[src/rtl/ctrl_pkg.sv]
// Shared types and constants for the multicycle control unit: state
// encoding, opcode map and datapath mux select codes.
package ctrl_pkg;

  typedef enum logic [4:0] {
    S_FETCH    = 5'd0,
    S_DECODE   = 5'd1,
    S_R_EXEC   = 5'd2,
    S_R_WB     = 5'd3,
    S_BER      = 5'd4,
    S_MEM_ADDR = 5'd5,
    S_LOAD_RD  = 5'd6,
    S_LOAD_WB  = 5'd7,
    S_STORE    = 5'd8,
    S_SHIFT    = 5'd9,
    S_SHIFT_WB = 5'd10,
    S_LPC_CALC = 5'd11,
    S_LPC_WB   = 5'd12,
    S_SPC_CALC = 5'd13,
    S_SPC_WB   = 5'd14,
    S_LDC      = 5'd15,
    S_ADDC     = 5'd16,
    S_LC       = 5'd17,
    S_TRAP     = 5'd18
  } state_t;

  // Opcodes 0..OP_R_LAST are R-type; OP_ILLEGAL and above trap.
  localparam int OP_R_LAST  = 5;
  localparam int OP_BER     = 6;
  localparam int OP_LPC     = 7;
  localparam int OP_LW      = 8;
  localparam int OP_SW      = 9;
  localparam int OP_SLL     = 10;
  localparam int OP_SRL     = 11;
  localparam int OP_ADDC    = 12;
  localparam int OP_LC      = 13;
  localparam int OP_SPC     = 14;
  localparam int OP_ILLEGAL = 15;

  localparam int ALUA_PC    = 0;
  localparam int ALUA_REG_A = 1;
  localparam int ALUA_SHIFT = 2;
  localparam int ALUA_C     = 3;
  localparam int ALUA_LC    = 4;

  localparam int ALUB_REG_B = 0;
  localparam int ALUB_ONE   = 1;
  localparam int ALUB_IMM   = 2;

  localparam int PCSRC_ALUOUT = 0;
  localparam int PCSRC_ALU    = 1;
  localparam int PCSRC_REG    = 2;

  localparam int SHIN_REG_B = 0;
  localparam int SHIN_IMM   = 1;
  localparam int SHIN_ALU   = 2;

  localparam int SHCTL_NONE  = 0;
  localparam int SHCTL_SHIFT = 1;
  localparam int SHCTL_PASS  = 2;

endpackage

[src/rtl/multicycle_op_decode.sv]
// Combinational opcode dispatch: picks the state entered after DECODE and
// flags opcodes outside the legal map.
module multicycle_op_decode
  import ctrl_pkg::*;
#(
  parameter int OP_W = 4
) (
  input  logic [OP_W-1:0] op,
  output state_t          dispatch,
  output logic            illegal
);

  int unsigned op_val;

  always_comb begin
    op_val   = 32'(op);
    illegal  = (op_val >= OP_ILLEGAL);
    dispatch = S_TRAP;
    if (op_val <= OP_R_LAST)                        dispatch = S_R_EXEC;
    else if (op_val == OP_BER)                      dispatch = S_BER;
    else if (op_val == OP_LPC)                      dispatch = S_LPC_CALC;
    else if (op_val == OP_SPC)                      dispatch = S_SPC_CALC;
    else if (op_val == OP_LW || op_val == OP_SW)    dispatch = S_MEM_ADDR;
    else if (op_val == OP_SLL || op_val == OP_SRL)  dispatch = S_SHIFT;
    else if (op_val == OP_ADDC || op_val == OP_LC)  dispatch = S_LDC;
  end

endmodule

[src/rtl/multicycle_controller.sv]
// Multicycle control unit: state register, next-state logic and Moore
// output decode for the datapath mux selects and write strobes.
module multicycle_controller
  import ctrl_pkg::*;
#(
  parameter int OP_W      = 4,
  parameter int ALU_SEL_W = 3,
  parameter int SEL_W     = 2
) (
  input  logic                 CLK,
  input  logic                 Reset,
  input  logic [OP_W-1:0]      op,
  input  logic                 mem_ready,
  input  logic                 exc_ack,
  output logic                 mem_req,
  output logic                 ReadAddr,
  output logic                 IRWrite,
  output logic                 PCWrite,
  output logic                 PCWriteCond,
  output logic                 RegWrite,
  output logic                 RegRead,
  output logic                 MemWrite,
  output logic                 MDWrite,
  output logic                 AWrite,
  output logic                 BWrite,
  output logic                 CWrite,
  output logic                 ALUOutWrite,
  output logic                 EPCWrite,
  output logic [ALU_SEL_W-1:0] ALUA,
  output logic [SEL_W-1:0]     ALUB,
  output logic [SEL_W-1:0]     PCSource,
  output logic [SEL_W-1:0]     ShifterInput,
  output logic [SEL_W-1:0]     ShifterControl,
  output logic                 ALUControl,
  output logic                 CSource,
  output logic                 RegDest,
  output logic                 MemToReg,
  output logic                 ShifterLeft,
  output logic                 trap,
  output logic [4:0]           state_o
);

  state_t state, state_next;
  state_t dispatch;
  logic   illegal;
  logic   trap_first;

  multicycle_op_decode #(.OP_W(OP_W)) u_op_decode (
    .op       (op),
    .dispatch (dispatch),
    .illegal  (illegal)
  );

  always_ff @(posedge CLK) begin
    if (Reset) begin
      state      <= S_FETCH;
      trap_first <= 1'b0;
    end else begin
      state      <= state_next;
      trap_first <= (state_next == S_TRAP) && (state != S_TRAP);
    end
  end

  // Memory handshake: mem_req stays high for the whole FETCH/LOAD_RD/STORE
  // visit; the request completes, and the state advances, on the edge
  // closing a cycle in which mem_ready is high. mem_ready is ignored elsewhere.
  always_comb begin
    state_next = state;
    case (state)
      S_FETCH:    if (mem_ready) state_next = S_DECODE;
      S_DECODE:   state_next = illegal ? S_TRAP : dispatch;
      S_R_EXEC:   state_next = S_R_WB;
      S_MEM_ADDR: state_next = (op == OP_W'(OP_LW)) ? S_LOAD_RD : S_STORE;
      S_LOAD_RD:  if (mem_ready) state_next = S_LOAD_WB;
      S_STORE:    if (mem_ready) state_next = S_FETCH;
      S_SHIFT:    state_next = S_SHIFT_WB;
      S_LPC_CALC: state_next = S_LPC_WB;
      S_SPC_CALC: state_next = S_SPC_WB;
      S_LDC:      state_next = (op == OP_W'(OP_ADDC)) ? S_ADDC : S_LC;
      S_TRAP:     if (exc_ack) state_next = S_FETCH;
      default:    state_next = S_FETCH;
    endcase
  end

  always_comb begin
    mem_req        = 1'b0;
    ReadAddr       = 1'b0;
    IRWrite        = 1'b0;
    PCWrite        = 1'b0;
    PCWriteCond    = 1'b0;
    RegWrite       = 1'b0;
    RegRead        = 1'b0;
    MemWrite       = 1'b0;
    MDWrite        = 1'b0;
    AWrite         = 1'b0;
    BWrite         = 1'b0;
    CWrite         = 1'b0;
    ALUOutWrite    = 1'b0;
    EPCWrite       = 1'b0;
    ALUA           = ALU_SEL_W'(ALUA_PC);
    ALUB           = SEL_W'(ALUB_REG_B);
    PCSource       = SEL_W'(PCSRC_ALUOUT);
    ShifterInput   = SEL_W'(SHIN_REG_B);
    ShifterControl = SEL_W'(SHCTL_NONE);
    ALUControl     = 1'b0;
    CSource        = 1'b0;
    RegDest        = 1'b0;
    MemToReg       = 1'b0;
    ShifterLeft    = 1'b0;
    trap           = 1'b0;
    case (state)
      S_FETCH: begin
        mem_req    = 1'b1;
        ALUB       = SEL_W'(ALUB_ONE);
        ALUControl = 1'b1;
        PCSource   = SEL_W'(PCSRC_ALU);
        IRWrite    = mem_ready;
        PCWrite    = mem_ready;
      end
      S_DECODE: begin
        RegRead = 1'b1;
        AWrite  = 1'b1;
        BWrite  = 1'b1;
      end
      S_R_EXEC: begin
        ALUA        = ALU_SEL_W'(ALUA_REG_A);
        ALUB        = SEL_W'(ALUB_ONE);
        ALUOutWrite = 1'b1;
        CWrite      = 1'b1;
      end
      S_BER: begin
        ALUA        = ALU_SEL_W'(ALUA_REG_A);
        ALUB        = SEL_W'(ALUB_ONE);
        PCWriteCond = 1'b1;
      end
      S_MEM_ADDR: begin
        ALUA           = ALU_SEL_W'(ALUA_REG_A);
        ALUB           = SEL_W'(ALUB_IMM);
        ALUControl     = 1'b1;
        ShifterControl = SEL_W'(SHCTL_PASS);
        ALUOutWrite    = 1'b1;
      end
      S_LOAD_RD: begin
        ReadAddr = 1'b1;
        mem_req  = 1'b1;
        MDWrite  = mem_ready;
      end
      S_LOAD_WB: begin
        MemToReg = 1'b1;
        RegWrite = 1'b1;
      end
      S_STORE: begin
        ReadAddr = 1'b1;
        mem_req  = 1'b1;
        MemWrite = 1'b1;
      end
      S_SHIFT: begin
        ALUA           = ALU_SEL_W'(ALUA_SHIFT);
        ALUB           = SEL_W'(ALUB_IMM);
        ALUControl     = 1'b1;
        ShifterInput   = SEL_W'(SHIN_ALU);
        ShifterControl = SEL_W'(SHCTL_SHIFT);
        ShifterLeft    = (op != OP_W'(OP_SRL));
        ALUOutWrite    = 1'b1;
      end
      S_LPC_CALC: begin
        ALUB         = SEL_W'(ALUB_IMM);
        ALUControl   = 1'b1;
        ShifterInput = SEL_W'(SHIN_IMM);
        ALUOutWrite  = 1'b1;
      end
      S_SPC_CALC: begin
        ALUA         = ALU_SEL_W'(ALUA_C);
        ALUB         = SEL_W'(ALUB_IMM);
        ShifterInput = SEL_W'(SHIN_IMM);
        ALUOutWrite  = 1'b1;
      end
      S_SPC_WB: begin
        PCSource = SEL_W'(PCSRC_REG);
        PCWrite  = 1'b1;
      end
      S_LDC: CWrite = 1'b1;
      S_ADDC: begin
        ALUA           = ALU_SEL_W'(ALUA_SHIFT);
        ALUB           = SEL_W'(ALUB_IMM);
        ShifterInput   = SEL_W'(SHIN_IMM);
        ShifterControl = SEL_W'(SHCTL_PASS);
        RegWrite       = 1'b1;
      end
      S_LC: begin
        ALUA           = ALU_SEL_W'(ALUA_LC);
        ALUB           = SEL_W'(ALUB_IMM);
        ShifterInput   = SEL_W'(SHIN_IMM);
        ShifterControl = SEL_W'(SHCTL_PASS);
        RegWrite       = 1'b1;
        PCWrite        = 1'b1;
      end
      S_R_WB, S_SHIFT_WB, S_LPC_WB: RegWrite = 1'b1;
      S_TRAP: begin
        trap     = 1'b1;
        EPCWrite = trap_first;
      end
      default: ;
    endcase
  end

  assign state_o = state;

endmodule

[config.mk]
export PLATFORM = sky130hd
export DESIGN_NAME = multicycle_controller
export DESIGN_NICKNAME = d
export VERILOG_FILES = /design/src/rtl/ctrl_pkg.sv /design/src/rtl/multicycle_op_decode.sv /design/src/rtl/multicycle_controller.sv
export SDC_FILE = /design/constraint.sdc
export NUM_CORES = 1
export LEC_CHECK = 0
export ABC_AREA = 1
export CAP_MARGIN = 10
export CORE_UTILIZATION = 42
export DETAILED_ROUTE_END_ITERATION = 10
export PLACE_DENSITY = 0.85
export SYNTH_ARGS = -nofsm -noshare
export SYNTH_HDL_FRONTEND = slang
export SYNTH_SLANG_ARGS = --single-unit
[constraint.sdc]
create_clock -name CLK -period 2.8 [get_ports CLK]
set_input_delay 0.28 -clock CLK [delete_from_list [all_inputs] [get_ports CLK]]
set_output_delay 0.28 -clock CLK [all_outputs]
set_load 0.1 [all_outputs]
# [Word level (Yosys, flattened, before mapping)]
# Index checks and enable logic that the tools add are counted.
[classes] n_lt_le_gt_ge=2 n_reduce_logical=18 n_mux=36 eq_ne=30
[op_table] op="two-way mux 5 bit" n=12
[op_table] op="one-hot mux 5 bit (11 select lines)" n=1
[op_table] op="equality test 5 x 4 -> 1 bit (second input constant)" n=8
[op_table] op="equality test 4 bit (second input constant)" n=7
[op_table] op="equality test 5 x 3 -> 1 bit (second input constant)" n=4
[op_table] op="equality test 5 bit (second input constant)" n=4
[op_table] op="two-way mux 1 bit" n=16
[op_table] op="one-hot mux 2 bit (2 select lines)" n=4
[op_table] op="one-hot mux 3 bit (4 select lines)" n=1
[op_table] op="OR reduction 3 bit" n=4
[op_table] op="OR reduction 6 bit" n=2
[op_table] op="equality test 5 x 2 -> 1 bit (second input constant)" n=2
[op_table] op="equality test 4 x 3 -> 1 bit (second input constant)" n=2
[op_table] op="OR reduction 2 bit" n=4
[op_table] op="OR reduction 4 bit" n=2
[op_table] op="equality test 5 x 1 -> 1 bit (second input constant)" n=1
[op_table] op="zero test 5 bit" n=1
[op_table] op="!= test 5 bit (second input constant)" n=1
[op_table] op="OR reduction 5 bit" n=1
[op_table] op="greater-or-equal comparator 4 bit (second input constant)" n=1
[op_table] op="less-or-equal comparator 4 x 3 -> 1 bit (second input constant)" n=1
[op_table] op="two-way mux 4 bit" n=1
[op_table] op="!= test 4 bit (second input constant)" n=1
[op_table] op="logical OR 1 bit" n=3
[op_table] op="2 further kinds" n=2
[word_totals] register_bits=6 output_inout_bits=36 word_cells=88 inputBits=8

# [Depth between registers and ports, before layout]
# Gate-level depths: netlist (run 1).
[depth] word_depth=13 mapped_depth=10 depth_no_buf=10

# [By module]
# From an unflattened synthesis (run 1), not the netlist that was laid out.
[unflattened] cells_unflattened=162 area_unflattened_um2=859.6
[by_module_without_submodules] module="multicycle_controller" cells_per_inst=143 n_inst=1 seq_area_each_um2=120.1 area_per_inst_um2=774.5
[by_module_without_submodules] module="multicycle_op_decode" cells_per_inst=19 n_inst=1 seq_area_each_um2=0.0 area_per_inst_um2=85.1

# [Worst setup path after synthesis (run 1)]
# OpenSTA, ideal clock, no wires.
[synth_timing] path_type="register -> output" start="reg state[0], in the netlist state_o[0]" end="out PCWrite" path_stages_with_launch=4 slack_ns=-1.787 path_buffers=0 arrival_ns=4.307 t_required_ns=2.520 cell_sequence="dfxtp_1 nand2_2 nor3_1 or3_1"
[synth_between] elab_chain_cells=3 word_cells_on_any_way=5 classes_between="2 x eq/ne; 1 x mux; 2 x reduce/logical"
[synth_lines] element="start: declaration" line_no="multicycle_controller.sv:43" text="state_t state, state_next;"
[synth_lines] element="start signal: assignment" line_no="multicycle_controller.sv:59" text="state <= state_next;"
[synth_lines] element="equality test 5 bit or equality test 5 x 4 -> 1 bit (tied branches)" line_no="multicycle_controller.sv:111" text="case (state)"
[synth_lines] element="OR reduction 2 bit (no source line)"
[synth_lines] element="one-hot mux 1 bit (2 select lines) (*)" line_no="multicycle_controller.sv:111"
[synth_lines] element="end: declaration" line_no="multicycle_controller.sv:18" text="output logic PCWrite,"
# Every way passes the cells marked *; elsewhere a longest branch is shown, timed or not.

# [Worst setup path in the final report (run 1)]
[layout_timing] start="reg state[4], in the netlist state_o[4]" end="out PCWrite"
# Same word-level chain as after synthesis.

==> out/results.md, run 1 <==
## Run status
- completed — result of the run

## Global routing
- 10 — largest net degree at the start of global routing
- 3.59 mm — wire length of the first global-routing pass
- 0 — overflow left after global routing
- 836 — number of global-route vias before repair
- 0 — number of antenna violations at the first check in global routing
- 0.228 — global routing usage summed across all routing layers

## Cells and area
- 0 — number of diodes
- 125 um^2 — area occupied by registers
- 613 um^2 — multi-input gate area in the final layout
- 49.6% — area overhead of the layout relative to synthesis
- 200 — net count reported at finish
- 168 — number of filler instances in the final layout
- 0.694 — Layout Utilization
- 0.405 — layout cell share with drive strength beyond 1

## Floorplanning
- 2150 um^2 — die area
- 46.4 um — Die Y-Extent
- 46.4 um — Die Width
- 0.464 — starting utilization of the core area
- 44 — IO Pins
- 15 — Site Rows
- 1780 um^2 — placeable core area

## Critical path
- reg -> out — Setup CP Type
- flop — startpoint type of the worst setup path
- 2.08 ns — arrival time of the worst setup path
- 0.58 ns — Critical Path Max Stage Delay
- 2.52 ns — required time of the worst setup path
- trap_first — Crit Reg-Reg Endpoint
- 8 — length in cells of the worst reg-to-reg path
- PCWrite — worst setup path endpoint
- 9 — highest fanout seen on the critical path
- inv_2, nand2_2, inv_2, nand2_2, nor2_4, or3_2, buf_4 — Cell Chain, Critical Path
- state_o[4] — startpoint of the most critical setup path
- state_o[4] — reg-to-reg critical path startpoint
- 1.19 ns — reg-to-reg setup timing slack
- sky130_fd_sc_hd__dfxtp_1 — worst-path cell with the longest stage delay
- output port — kind of capture point of the worst setup path

## Clocking
- 0 — total of cells resized after clock tree synthesis
- 3 — total CTS buffers
- 0.05 ns — clock input transition at the sequential cells of the worst setup and hold paths
- 0.25 ns — later-pin clock latency in the skew report
- 0 — Post-CTS Hold Buffers
- sky130_fd_sc_hd__clkbuf_4 — root buf cell
- 2 — Max clock buf depth
- 6 — number of clock sinks
- yes — CTS tree
- 0 — Setup Fix Bufs, Post-CTS
- 1 — deepest level of the CTS H-tree

## Detailed routing
- 2.42 mm — post-detailed-routing wire length
- 0 — remaining antenna violation count
- 11.2 um — Avg WL per Cell
- 4.85 — via density per instance
- 39 — number of design-rule violations left by the first detailed-router iteration
- 1,043 — vias post-DR
- 4 — total iterations of the first detailed-routing run
- 0 — DRC violation count after routing

## Synthesis
- 827 um^2 — Cell Area, Synth
- 0 — share of async-settable or async-resettable flops after synthesis
- 150 — Mapped Cells
- 25 — number of different library cells in the post-synthesis netlist
- sky130_fd_sc_hd__dfxtp_1 — dominant synthesized flop cell
- 0 — yosys synthesis warning count
- sky130_fd_sc_hd__dfxtp_1 — library cell with the largest summed area after synthesis
- 0 — number of enable flip-flop cells after synthesis
- 0.145 — area fraction of the dominant cell type after synthesis
- 0.145 — sequential element share of the synthesized area
- sky130_fd_sc_hd__dfxtp_1 (15%), sky130_fd_sc_hd__nand2_1 (14%), sky130_fd_sc_hd__inv_1 (11%) — synth top area cells
- 5.51 um^2 — average size of a mapped cell
- 6 — total of flip-flops plus latches after synthesis

## Timing
- 0.843 — period utilization
- 2.36 ns — shortest clock period the worst path allows after layout
- 0.00761 ns — final setup skew
- 0 — max-slew violation count
- no — unrepaired setup endpoints after global routing
- 0 — total of endpoints with negative setup slack in the final report
- 424 MHz — highest clock rate
- 0 — number of failing hold endpoints at the final stage

## Flow run
- 0 — number of maximum-capacitance violations

## Placed design
- 0.901 — weighted congestion reported at the end of routability-driven placement
- 41 — port bufs
- 1.99 mm — post-DP HPWL

## Worst hold path
- reg -> reg — worst hold-check path type

[through the flow]
step                      setup TNS (ns)  setup slack [ns]  instances  hold WS (ns)  area [um^2]
final                                  0             0.441        215         0.568         1240
after global routing                   0             0.367        215         0.590         1240
after CTS                              0             0.452        215         0.575         1240
after detailed placement               0             0.722        212         0.563         1210
after global placement                 0             0.763        212         0.554         1210
after floorplan                   -0.170            -0.170        151         0.342          900
[state kept, by name, summed over array words and instances (netlist names)]
name / flops
state_o: 5
trap_first: 1
[logic make-up (layout without fill, tap and decap cells)]
logic type	Yosys count	count (layout)	synth area share
buf+inv	37	76	0.195
other cells	1	2	0.00453
compound gates	11	11	0.0862
flops	6	6	0.145
simple gates	95	95	0.569
[how the worst min path moves through the flow]
stage	startpoint	to	slack (ns)	cells after the start
2_1_floorplan	Reset	state_o[1]	0.34	1
3_3_place_gp	state_o[1]	state_o[1]	0.55	2
4_1_cts	state_o[1]	state_o[1]	0.57	2
3_5_place_dp	state_o[1]	state_o[1]	0.56	2
5_1_grt	state_o[1]	state_o[1]	0.59	2
6_report	state_o[1]	state_o[1]	0.57	2
[worst max-delay path, delay by kind of cell (launching register included)]
family | cells | cell delay (ns)
AND/OR/NAND/NOR | 4 | 0.78
flip-flops | 1 | 0.58
buffers and inverters | 3 | 0.46
[cell usage in the layout (no fill, tap or decap), types with 4 or more instances in the layout]
master and instances:
sky130_fd_sc_hd__buf_4 34, sky130_fd_sc_hd__nand2_1 30, sky130_fd_sc_hd__inv_1 25, sky130_fd_sc_hd__nor2_1 18, sky130_fd_sc_hd__nand3_1 14, sky130_fd_sc_hd__nor2_4 9
sky130_fd_sc_hd__inv_2 7, sky130_fd_sc_hd__clkdlybuf4s50_1 7, sky130_fd_sc_hd__nand2_2 6, sky130_fd_sc_hd__nand4_1 5, sky130_fd_sc_hd__nor2_2 4, sky130_fd_sc_hd__o21ai_0 4
sky130_fd_sc_hd__dfxtp_2 4
[synth_stat cells, types with 2 or more instances]
cell type	n
sky130_fd_sc_hd__nand2_2	6
sky130_fd_sc_hd__buf_4	4
sky130_fd_sc_hd__dfxtp_1	6
sky130_fd_sc_hd__nor2_4	4
sky130_fd_sc_hd__nand3_1	16
sky130_fd_sc_hd__nand4_1	5
sky130_fd_sc_hd__nor3_1	2
sky130_fd_sc_hd__a21oi_1	2
sky130_fd_sc_hd__o21ai_0	4
sky130_fd_sc_hd__nor2_1	24
sky130_fd_sc_hd__inv_2	7
sky130_fd_sc_hd__inv_1	25
sky130_fd_sc_hd__nor2_2	3
sky130_fd_sc_hd__nand2_4	2
sky130_fd_sc_hd__nand2_1	30
[cell type report]
cell class,instances,share of cell area
Timing Repair Buffer,41,0.263
Inverter,32,0.0971
Tap cell,25,0.0253
Sequential cell,6,0.101
Clock buffer,3,0.0182
Multi-Input combinational cell,108,0.495
[per-layer routing]
layer,track usage,up-vias,part of all wire
li1,-,548,-
met1,0.308,447,0.45
met2,0.383,46,0.48
met3,0.0392,2,0.072
met4,0.0294,0,0.00083
met5,0,-,0
Power of run 1 is not shown: default switching activity piles up to over one toggle a cycle in this logic, so the estimate is an artifact.
==> run 2, diff against run 1 <==
--- a/config.mk
+++ b/config.mk
@@ -7,9 +7,10 @@
 export LEC_CHECK = 0
 export ABC_AREA = 1
 export CAP_MARGIN = 10
-export CORE_UTILIZATION = 42
+export CORE_ASPECT_RATIO = 1.75
+export CORE_UTILIZATION = 35
 export DETAILED_ROUTE_END_ITERATION = 10
-export PLACE_DENSITY = 0.85
+export PLACE_DENSITY = 0.76
 export SYNTH_ARGS = -nofsm -noshare
 export SYNTH_HDL_FRONTEND = slang
 export SYNTH_SLANG_ARGS = --single-unit
==> constraint.sdc (replaced) <==
create_clock -name CLK -period 2.1 [get_ports CLK]
set_input_delay 0.21 -clock CLK [delete_from_list [all_inputs] [get_ports CLK]]
set_output_delay 0.21 -clock CLK [all_outputs]
set_load 0.1 [all_outputs]
==> out/results.md, run 2 (same netlist as run 1, synthesis figures left out) <==
## Clocking
- 0.04 ns — clock input transition at the sequential cells of the worst setup and hold paths
- 0.22 ns — later-pin clock latency in the skew report
- yes — CTS tree
- 0 — total of cells resized after clock tree synthesis
- 3 — total CTS buffers
- 1 — deepest level of the CTS H-tree
- 6 — number of clock sinks
- sky130_fd_sc_hd__clkbuf_8 — root buf cell
- 0 — Post-CTS Hold Buffers
- 0 — Setup Fix Bufs, Post-CTS
- 2 — Max clock buf depth

## Cells and area
- 0.440 — layout cell share with drive strength beyond 1
- 105% — area overhead of the layout relative to synthesis
- 185 — number of filler instances in the final layout
- sky130_fd_sc_hd__nand2_1 (29), sky130_fd_sc_hd__buf_12 (29), sky130_fd_sc_hd__inv_1 (23) — commonest non-fill, non-tap cells in the layout
- 5 — Largest register FFs
- 0 — number of diodes
- 1690 um^2 — final design area excluding fillers
- 200 — net count reported at finish

## Placed design
- 1640 um^2 — post-place instance area
- 0.260 ns — pre-CTS setup slack
- 0.861 — weighted congestion reported at the end of routability-driven placement
- 41 — port bufs
- 2.64 mm — post-DP HPWL

## Global routing
- met2 — Top Usage Layer GRT
- 4.71 mm — wire length of the first global-routing pass
- 0.0303 — met3 Use GR
- 0.483 — GR met2 Demand/Resource
- 1,083 — number of global-route vias before repair
- 0 — number of antenna violations at the first check in global routing
- 10 — largest net degree at the start of global routing
- 0.243 — met1 track demand over resource
- 0 — overflow left after global routing
- 0.263 — global routing usage summed across all routing layers

## Critical path
- 1.89 ns — required time of the worst setup path
- reg -> out — Setup CP Type
- flop — startpoint type of the worst setup path
- 9 — highest fanout seen on the critical path
- output port — kind of capture point of the worst setup path
- 8 — length in cells of the worst reg-to-reg path
- state_o[4] — startpoint of the most critical setup path
- state_o[4] — reg-to-reg critical path startpoint
- PCWrite — worst setup path endpoint
- 1.80 ns — arrival time of the worst setup path
- 0.44 ns — Critical Path Max Stage Delay
- sky130_fd_sc_hd__or3_2 — worst-path cell with the longest stage delay
- inv_2, nand2_2, inv_2, nand2_4, nor2_4, or3_2, buf_12 — Cell Chain, Critical Path
- 0.46 ns — reg-to-reg setup timing slack
- trap_first — Crit Reg-Reg Endpoint
- sky130_fd_sc_hd__inv_2 — CP dominant cell by count

## Worst hold path
- reg -> reg — worst hold-check path type

## Timing
- 0 — total of endpoints with negative setup slack in the final report
- 0.0857 ns — final worst slack
- 0.959 — period utilization
- no — unrepaired setup endpoints after global routing
- 0 — max-slew violation count
- 2.01 ns — shortest clock period the worst path allows after layout
- 0 — number of failing hold endpoints at the final stage
- 496 MHz — highest clock rate
- 0.00210 ns — final setup skew

## Floorplanning
- 0.364 — starting utilization of the core area
- 38.7 um — Die Width
- 2270 um^2 — placeable core area
- 66.3 um — Die Y-Extent
- 2570 um^2 — die area
- 23 — Site Rows
- 44 — IO Pins

## Detailed routing
- 5.09 — via density per instance
- 4 — total iterations of the first detailed-routing run
- 3.06 mm — post-detailed-routing wire length
- 14.1 um — Avg WL per Cell
- 19 — number of design-rule violations left by the first detailed-router iteration
- 0 — DRC violation count after routing
- 1,100 — vias post-DR
- 0 — remaining antenna violation count

## Flow run
- 0 — number of maximum-capacitance violations

## Run status
- completed — result of the run

run 2: stage by stage:
stage	utilization	instances	TNS, ns	hold WS (ns)
after global placement	0.722	212	0	0.539
after CTS	0.742	216	0	0.542
final	0.744	216	0	0.543
after floorplan	-	151	-0.363	0.269
after global routing	0.744	216	0	0.576
after detailed placement	0.722	212	0	0.536
run 2: how the worst min path moves through the flow:
stage / from / endpoint / slack (ns) / cells after the start
after floorplan: Reset / state_o[1] / 0.27 / 1
after detailed placement: state_o[1] / state_o[1] / 0.54 / 2
after CTS: state_o[1] / state_o[1] / 0.54 / 2
after global placement: state_o[1] / state_o[1] / 0.54 / 2
after global routing: state_o[1] / state_o[1] / 0.58 / 2
final: state_o[1] / state_o[1] / 0.54 / 2
run 2: area by class of cell:
class	count	area [um^2]	share of cell area
Timing Repair Buffer	41	688	0.407
Sequential cell	6	139	0.0821
Inverter	32	124	0.0732
Clock buffer	4	45.0	0.0266
Tap cell	25	31.3	0.0185
Multi-Input combinational cell	108	664	0.393
run 2: routing by layer:
layer  up-vias  wire [um]
met5         -          0
met4         0        136
met3        14         80
met2        43       1770
met1       500       1070
li1        543          -
run 2: critical path, delay by kind of cell (launching register included):
family | cells | cell delay, ns
buffers and inverters | 3 | 0.36
DFF | 1 | 0.41
and+or+nand+nor | 4 | 0.79
Power of run 2 is left out for the same reason.
==> run 3, diff against run 2 <==
--- a/config.mk
+++ b/config.mk
@@ -8,9 +8,12 @@
 export ABC_AREA = 1
 export CAP_MARGIN = 10
 export CORE_ASPECT_RATIO = 1.75
+export CORE_MARGIN = 1.5
 export CORE_UTILIZATION = 35
+export CTS_BUF_LIST = sky130_fd_sc_hd__clkbuf_8 sky130_fd_sc_hd__clkbuf_16
 export DETAILED_ROUTE_END_ITERATION = 10
 export PLACE_DENSITY = 0.76
 export SYNTH_ARGS = -nofsm -noshare
 export SYNTH_HDL_FRONTEND = slang
 export SYNTH_SLANG_ARGS = --single-unit
+export TNS_END_PERCENT = 5
==> out/results.md, run 3 (same netlist as run 1, synthesis figures left out) <==
## Worst hold path
- reg -> reg — worst hold-check path type
- state_o[1] — launch point of the worst hold path

## Critical path
- state_o[2] — reg-to-reg critical path startpoint
- simple AND/OR/NAND/NOR gates — category of cells accounting for the largest share of critical-path delay
- 1.80 ns — arrival time of the worst setup path
- nor2_1, nand2_2, inv_2, nand2_2, nor2_4, or3_2, buf_12 — Cell Chain, Critical Path
- 0.45 ns — Critical Path Max Stage Delay
- 2 — Crit path buffers/inverters
- output port — kind of capture point of the worst setup path
- reg -> out — Setup CP Type
- 8 — highest fanout seen on the critical path
- 1.89 ns — required time of the worst setup path
- state_o[0] — startpoint of the most critical setup path
- sky130_fd_sc_hd__nand2_2 — CP dominant cell by count
- sky130_fd_sc_hd__or3_2 — worst-path cell with the longest stage delay
- flop — startpoint type of the worst setup path

## Timing
- 0 — total of endpoints with negative setup slack in the final report
- 0.553 ns — tightest hold margin
- 0.956 — period utilization
- 0.000729 ns — final setup skew
- 498 MHz — highest clock rate
- no — unrepaired setup endpoints after global routing
- 0 — max-slew violation count
- 0 — number of failing hold endpoints at the final stage
- 2.01 ns — shortest clock period the worst path allows after layout

## Global routing
- 0 — overflow left after global routing
- 0.245 — global routing usage summed across all routing layers
- 0.469 — GR met2 Demand/Resource
- 0.0197 — met3 Use GR
- met2 — Top Usage Layer GRT
- 1,024 — number of global-route vias before repair
- 4.53 mm — wire length of the first global-routing pass
- 0 — number of antenna violations at the first check in global routing
- 0.256 — met1 track demand over resource
- 9 — largest net degree at the start of global routing

## Detailed routing
- 13.3 um — Avg WL per Cell
- 0 — DRC violation count after routing
- 4 — total iterations of the first detailed-routing run
- 30 — number of design-rule violations left by the first detailed-router iteration
- 5.02 — via density per instance
- 2.87 mm — post-detailed-routing wire length
- 0 — remaining antenna violation count
- 1,085 — vias post-DR

## Placed design
- 2.55 mm — post-DP HPWL
- 41 — port bufs
- 0.877 — weighted congestion reported at the end of routability-driven placement

## Cells and area
- 5 — Largest register FFs
- 0 — number of diodes
- 0.424 — layout cell share with drive strength beyond 1
- 201 — net count reported at finish
- sky130_fd_sc_hd__nand2_1 (29), sky130_fd_sc_hd__buf_12 (29), sky130_fd_sc_hd__inv_1 (24) — commonest non-fill, non-tap cells in the layout
- 97.6% — area overhead of the layout relative to synthesis

## Floorplanning
- 0.364 — starting utilization of the core area
- 44 — IO Pins
- 2680 um^2 — die area
- 2270 um^2 — placeable core area
- 23 — Site Rows
- 39.7 um — Die Width
- 67.3 um — Die Y-Extent

## Clocking
- 0 — Post-CTS Hold Buffers
- sky130_fd_sc_hd__clkbuf_8 — root buf cell
- 2 — Max clock buf depth
- 0.04 ns — clock input transition at the sequential cells of the worst setup and hold paths
- 6 — number of clock sinks
- 0.22 ns — later-pin clock latency in the skew report
- 0 — Setup Fix Bufs, Post-CTS
- yes — CTS tree
- 3 — total CTS buffers
- 0 — total of cells resized after clock tree synthesis
- 1 — deepest level of the CTS H-tree

## Run status
- completed — result of the run

## Flow run
- 0 — number of maximum-capacitance violations

run 3: metal layers:
metal	wire, um	share of wire
met1	1000	0.35
met2	1790	0.63
met3	58	0.020
met4	14	0.0049
met5	0	0
run 3: stage by stage:
step	util	setup TNS (ns)	area, um^2	setup WS (ns)	instances
finish	0.719	0	1630	0.0915	216
detailed placement	0.701	0	1590	0.323	213
global route	0.719	0	1630	0.00977	216
global placement	0.701	0	1590	0.357	213
floorplan	-	-2.58	907	-0.432	151
CTS	0.719	0	1630	0.0895	216
run 3: tightest hold or removal path: cells and delay by family (launching register included):
kind / cells / cell delay [ns]
DFF: 1 / 0.35
AOI/OAI and AO/OA: 1 / 0.06
and+or+nand+nor: 1 / 0.09
run 3: path summary, 6_finish.rpt:
kind	endpoint	slack (ns)	cells after the start
setup reg to reg	trap_first	0.46	8
setup / recovery	PCWrite	0.09	7
hold / removal	state_o[1]	0.55	2
hold reg to reg	state_o[1]	0.55	2
run 3: final cells by class:
cell class,count,area [um^2]
clock buffers,3,41.3
fillers,179,639
inverters,32,124
multi-input cells,108,616
flip-flops and latches,6,126
well taps,25,31.3
repair buffers,42,696
Power of run 3 is left out for the same reason.
